--- config.mk ---
export PLATFORM = sky130hd
export DESIGN_NAME = hamming_decoder_flat
export DESIGN_NICKNAME = d
export VERILOG_FILES = /design/src/rtl/hamming_decoder_if.sv /design/src/rtl/hamming_decoder.sv /design/src/flat_wrapper.sv
export SDC_FILE = /design/constraint.sdc
export NUM_CORES = 1
export LEC_CHECK = 0
export ABC_AREA = 1
export CORE_MARGIN = 1
export CORE_UTILIZATION = 46
export CTS_CLUSTER_SIZE = 20
export DETAILED_ROUTE_END_ITERATION = 12
export HOLD_SLACK_MARGIN = 0.12
export PLACE_DENSITY = 0.75
export SYNTH_ARGS = -nofsm -noshare
export SYNTH_HDL_FRONTEND = slang
export SYNTH_SLANG_ARGS = --single-unit
--- constraint.sdc ---
create_clock -name clk -period 1.7 [get_ports clk]
set_input_delay 0.17 -clock clk [delete_from_list [all_inputs] [get_ports clk]]
set_output_delay 0.17 -clock clk [all_outputs]
set_load 0.05 [all_outputs]
--- src/rtl/hamming_decoder_if.sv ---
// Codeword-in / byte-out stream bundle for the (12,8) Hamming decoder.
// slave is the decoder's view, master is the producer/consumer side.
interface hamming_decoder_if;
  logic        in_valid;
  logic        in_ready;
  logic [12:1] in_code;
  logic        out_valid;
  logic        out_ready;
  logic [8:1]  out_data;
  logic [3:0]  out_syndrome;
  logic        out_corrected;
  logic        out_uncorrectable;

  modport slave (
    input  in_valid, in_code, out_ready,
    output in_ready, out_valid, out_data, out_syndrome, out_corrected, out_uncorrectable
  );

  modport master (
    output in_valid, in_code, out_ready,
    input  in_ready, out_valid, out_data, out_syndrome, out_corrected, out_uncorrectable
  );
endinterface

--- src/rtl/hamming_decoder.sv ---
// (12,8) Hamming SEC decoder: stage 1 registers codeword + syndrome, stage 2
// registers corrected data + flags. Saturating corrected/uncorrectable counters.
module hamming_sat_cnt #(
  parameter int W = 16
) (
  input  logic         clk,
  input  logic         rst,
  input  logic         clr,
  input  logic         inc,
  output logic [W-1:0] cnt
);
  always_ff @(posedge clk or posedge rst) begin
    if (rst)                    cnt <= '0;
    else if (clr)               cnt <= '0;
    else if (inc && cnt != '1)  cnt <= cnt + W'(1);
  end
endmodule

module hamming_decoder #(
  parameter int CNT_W = 16
) (
  input  logic               clk,
  input  logic               rst,
  hamming_decoder_if.slave   bus,
  input  logic               cnt_clr,
  output logic [CNT_W-1:0]   corr_cnt,
  output logic [CNT_W-1:0]   uncorr_cnt
);
  localparam int STAGES = 2;

  typedef struct packed {
    logic [12:1] code;
    logic [3:0]  syn;
  } s1_t;

  typedef struct packed {
    logic [8:1] data;
    logic [3:0] syn;
    logic       corr;
    logic       uncorr;
  } s2_t;

  logic [STAGES:1] vld_pipe;
  s1_t             s1_q, s1_d;
  s2_t             s2_q, s2_d;
  logic            s1_adv, s2_adv, out_hs;

  // Backpressure propagates combinationally so a full pipe still moves when drained.
  assign s2_adv     = ~vld_pipe[2] | bus.out_ready;
  assign s1_adv     = ~vld_pipe[1] | s2_adv;
  assign bus.in_ready = s1_adv;

  always_comb begin
    s1_d.code   = bus.in_code;
    s1_d.syn[0] = ^{bus.in_code[1], bus.in_code[3], bus.in_code[5],
                    bus.in_code[7], bus.in_code[9], bus.in_code[11]};
    s1_d.syn[1] = ^{bus.in_code[2], bus.in_code[3], bus.in_code[6],
                    bus.in_code[7], bus.in_code[10], bus.in_code[11]};
    s1_d.syn[2] = ^{bus.in_code[4], bus.in_code[5], bus.in_code[6],
                    bus.in_code[7], bus.in_code[12]};
    s1_d.syn[3] = ^{bus.in_code[8], bus.in_code[9], bus.in_code[10],
                    bus.in_code[11], bus.in_code[12]};
  end

  // Syndrome 1..12 names the flipped position; 13..15 can't be a single error.
  logic [12:1] fixed;
  logic        in_range;

  always_comb begin
    in_range = (s1_q.syn != 4'd0) && (s1_q.syn <= 4'd12);
    for (int n = 1; n <= 12; n++)
      fixed[n] = s1_q.code[n] ^ (in_range && (s1_q.syn == 4'(n)));
    s2_d.data   = {fixed[12], fixed[11], fixed[10], fixed[9],
                   fixed[7], fixed[6], fixed[5], fixed[3]};
    s2_d.syn    = s1_q.syn;
    s2_d.corr   = in_range;
    s2_d.uncorr = s1_q.syn >= 4'd13;
  end

  always_ff @(posedge clk or posedge rst) begin
    if (rst) begin
      vld_pipe <= '0;
      s1_q     <= '0;
      s2_q     <= '0;
    end else begin
      if (s1_adv) begin
        vld_pipe[1] <= bus.in_valid;
        if (bus.in_valid) s1_q <= s1_d;
      end
      if (s2_adv) begin
        vld_pipe[2] <= vld_pipe[1];
        if (vld_pipe[1]) s2_q <= s2_d;
      end
    end
  end

  assign bus.out_valid         = vld_pipe[2];
  assign bus.out_data          = s2_q.data;
  assign bus.out_syndrome      = s2_q.syn;
  assign bus.out_corrected     = s2_q.corr;
  assign bus.out_uncorrectable = s2_q.uncorr;

  assign out_hs = vld_pipe[2] & bus.out_ready;

  logic [1:0]            ev;
  logic [1:0][CNT_W-1:0] cnts;

  assign ev[0] = out_hs & s2_q.corr;
  assign ev[1] = out_hs & s2_q.uncorr;

  for (genvar g = 0; g < 2; g++) begin : g_cnt
    hamming_sat_cnt #(.W(CNT_W)) u_cnt (
      .clk (clk),
      .rst (rst),
      .clr (cnt_clr),
      .inc (ev[g]),
      .cnt (cnts[g])
    );
  end

  assign corr_cnt   = cnts[0];
  assign uncorr_cnt = cnts[1];
endmodule

--- src/flat_wrapper.sv ---
// flat-port wrapper written by rule: the top's interface ports become plain ports
module hamming_decoder_flat 
#(
  parameter int CNT_W = 16
)
  (clk, rst, cnt_clr, corr_cnt, uncorr_cnt, bus_in_valid, bus_in_code, bus_out_ready, bus_in_ready, bus_out_valid, bus_out_data, bus_out_syndrome, bus_out_corrected, bus_out_uncorrectable);
  hamming_decoder_if bus_i ();
  input  logic clk;
  input  logic rst;
  input  logic cnt_clr;
  output logic [CNT_W-1:0] corr_cnt;
  output logic [CNT_W-1:0] uncorr_cnt;
  input wire logic [$bits(bus_i.in_valid)-1:0] bus_in_valid;
  input wire logic [$bits(bus_i.in_code)-1:0] bus_in_code;
  input wire logic [$bits(bus_i.out_ready)-1:0] bus_out_ready;
  output wire logic [$bits(bus_i.in_ready)-1:0] bus_in_ready;
  output wire logic [$bits(bus_i.out_valid)-1:0] bus_out_valid;
  output wire logic [$bits(bus_i.out_data)-1:0] bus_out_data;
  output wire logic [$bits(bus_i.out_syndrome)-1:0] bus_out_syndrome;
  output wire logic [$bits(bus_i.out_corrected)-1:0] bus_out_corrected;
  output wire logic [$bits(bus_i.out_uncorrectable)-1:0] bus_out_uncorrectable;
  assign bus_i.in_valid = bus_in_valid;
  assign bus_i.in_code = bus_in_code;
  assign bus_i.out_ready = bus_out_ready;
  assign bus_in_ready = bus_i.in_ready;
  assign bus_out_valid = bus_i.out_valid;
  assign bus_out_data = bus_i.out_data;
  assign bus_out_syndrome = bus_i.out_syndrome;
  assign bus_out_corrected = bus_i.out_corrected;
  assign bus_out_uncorrectable = bus_i.out_uncorrectable;
  hamming_decoder #(.CNT_W(CNT_W)) u_core (.clk(clk), .rst(rst), .bus(bus_i), .cnt_clr(cnt_clr), .corr_cnt(corr_cnt), .uncorr_cnt(uncorr_cnt));
endmodule
==> reports/summary.txt <==
slew margin rel.: 65.79%
Post-synth ARST share: 100.0%
worst hold path class: primary input to asynchronous set/reset pin
first-pass detailed-route iteration total: 5
critical path peak fanout: 15
kind of critical path: flip-flop to flip-flop
Avg Cell Area, Syn: 7.598 sq um
Vias: 3,154
Max clock buf depth: 2
WL/cell: 12.51 microns
row count: 30
total power: 4.717 mW
number of synthesized register bits: 60
fin crit period: 1555 ps
IO Pins: 65
Logic pwr share: 28.6%
proportion of layout cells with a drive suffix above 1: 18.01%
final setup violating endpoints: 0
top post-synthesis cells by area: dfrtp_1 (45%), nand2_1 (16%), nand3_1 (8.0%)
number of flops mapped to enable cells by yosys: 0
crit end category: flip-flop
Area Growth Syn to Fin: 32.86%
cell-internal power: 3.104 mW
Max Clk Rate: 643.2 MHz
Post-synth top cells: nand2_1 (147), dfrtp_1 (60), nand3_1 (54)
Routed WL: 7868 microns
sw frac: 34.20%
Largest delay share family, worst path: flip-flops
max incr delay on CP: 420 ps
Flop pwr share: 37.3%
startpoint type of the worst setup path: flip-flop
gr ovfl total: 0
Post-Place Cell Area: 4150 sq um
synth warn: 0
DRC: 0
Buffers on Ports: 64
Setup Skew: 7.764 ps
NetSw: 1.613 mW
Tightest Pin Transition: 512.3 ps
Max rail drop VDD: 456.7 uV
Placer Congestion: 0.8877
root buf cell: clkbuf_8
Yosys top cell area share: 44.71%
largest net degree at the start of global routing: 34
syn_nets: 461
Max Slew Vio Count: 0
Pwr per Cell Area: 1057 nW/um^2
post-route ant nets: 0
total core area: 6907 sq um
maxcap violations: 0
DP Wirelength: 5862 microns
status: complete, no violations
DIE AREA: 7646 sq um
clock-pin transition on the worst setup and hold timing paths: 70 ps
TNS Setup: 0 ps
top_reg_cell synth: dfrtp_1
htree depth: 3
vias in the first global route: 3,011
CP max stage cell: dfrtp_2
fin crit share: 91.45%
CTS tree: done
biggest area consumer among synthesized cells: dfrtp_1
sequential cell area fraction in the yosys report: 44.71%
first-pass GRT wire length: 13,230 microns
crit path cell chain: ha_1 -> nand3_1 -> inv_1 -> nand2_2 -> inv_1 -> nand2_2 -> nand2_4 -> buf_6 -> nand3_1 -> o21ai_0
DIE HEIGHT: 87.44 microns
most common cell in the netlist: nand2_1
worst path buffer plus inverter count: 3
Synth cell types: 25
Ant. Diodes: 0
nets: 547
vias per inst: 5.014
CTS sink cnt: 60
Worst EP required: 1920 ps
initial antenna violation count: 0
Leak: 2.300 nW
Clk Latency, worst-skew pair: 340 ps
DRT iter0 DRCs: 230
Num CTS Buffers: 9
Tot GR Track Use: 22.33%
Hold Fails Final Rpt: 0
Syn Std Cell Area: 3358 sq um
post-synthesis instance total: 442
CTS Hold Bufs: 0
Die W: 87.44 microns
clock share of power: 34.1%
Initial Utilization: 48.62%
RSZ-0062 raised after global routing: false
design area: 4462 sq um
Worst Path Arrival: 1770 ps
## metrics by stage
stage	hold WS, ps	util, %	cells	setup slack [ps]
after floorplan	279.6	-	442	-86.34
after global placement	468.0	60.09	612	26.62
after detailed placement	477.5	60.09	612	-15.11
after CTS	216.5	63.73	628	-35.50
after global routing	239.9	64.60	629	3.677
final	203.6	64.60	629	145.3
## layout by cell type, fill, tap and decap left out, drive strengths merged
cell type      instances
ha                     2
mux2i                  1
nand4                  9
xor2                  27
nand3b                 3
dlygate4sd2            3
nor3                   4
nor2                  42
nand2                148
o21ai                 27
nor3b                  1
xnor2                 11
inv                   33
dfrtp                 60
a21oi                  3
clkbuf                12
a22o                   1
buf                   58
clkdlybuf4s50         16
nand3                 54
o21bai                 2
or2                    3
dlymetal6s2s           8
bufinv                 3
clkinv                 2
## final timing paths
kind                       slack (ps)                       endpoint                          from  depth (start not counted)
max                               150  u_core.g_cnt[1].u_cnt.cnt[11]  u_core.g_cnt[1].u_cnt.cnt[0]                         10
max in group asynchronous        1130   u_core.g_cnt[0].u_cnt.cnt[1]                           rst                          3
min reg2reg                       480         u_core.bus.out_data[1]        u_core.bus.out_data[1]                          2
min in group clk                  480                u_core.s1_q[13]                bus_in_code[9]                          3
min                               200                u_core.s1_q[14]                           rst                          3
max reg2reg                       150  u_core.g_cnt[1].u_cnt.cnt[11]  u_core.g_cnt[1].u_cnt.cnt[0]                         10
## registers in the layout, indices dropped and copies added (netlist names)
| register | cells |
|---|---|
| u_core.vld_pipe | 2 |
| u_core.g_cnt.u_cnt.cnt | 32 |
| u_core.bus.out_syndrome | 4 |
| u_core.s1_q | 12 |
| u_core.bus.out_corrected | 1 |
| u_core.bus.out_data | 8 |
| u_core.bus.out_uncorrectable | 1 |
## per-layer routing
metal,vias up,global-route usage [%],share of wire [%],wire length [microns]
met1,1458,26.64,43,3414
met3,9,5.972,5.5,430
met5,-,0,0,0
met4,0,7.899,1.2,91
met2,90,38.64,50,3932
li1,1597,-,-,-
## area by class of cell
| type | instances | area, sq um |
|---|---|---|
| Timing Repair Buffer | 85 | 738.2 |
| Multi-Input combinational cell | 338 | 1718 |
| Clock buffer | 12 | 155.1 |
| Tap cell | 96 | 120.1 |
| Inverter | 34 | 127.6 |
| Clock inverter | 4 | 95.09 |
| Sequential cell | 60 | 1508 |
| Fill cell | 626 | 2445 |
## cells by family (layout without fill, tap and decap cells)
kind of cell	count (synthesis)	after routing	share of synthesized area [%]
and+or+nand+nor	263	264	33.64
DFF	60	60	44.71
buffers and inverters	45	135	5.514
xor gates and xnor gates	38	38	9.911
AOI/OAI and AO/OA	33	33	5.179
adders and majority gates	2	2	0.7450
muxes	1	1	0.2981
## power groups by stage
stage          combinational, mW  clock [mW]  sequential [mW]
4_1_cts                     1.35        1.64             1.76
6_report                    1.35        1.61             1.76
5_1_grt                     1.45        1.71             1.78
3_3_place_gp                1.35           0             1.78
3_5_place_dp                1.36           0             1.78
2_1_floorplan              0.435           0             2.23
## repair_timing
item | 4_1_cts | 5_1_grt
resized for setup | 4 | 19
cloned | 0 | 1
endpoints found under the hold margin | 0 | 0
setup endpoints to repair | 15 | 38
buffers inserted | 0 | 0
pin swaps | 0 | 2
## worst min-delay path: stages
cell             delay, ps
clkdlybuf4s50_1        410
inv_2                   60
buf_4                  310
Power figures use the tool's default switching activity.
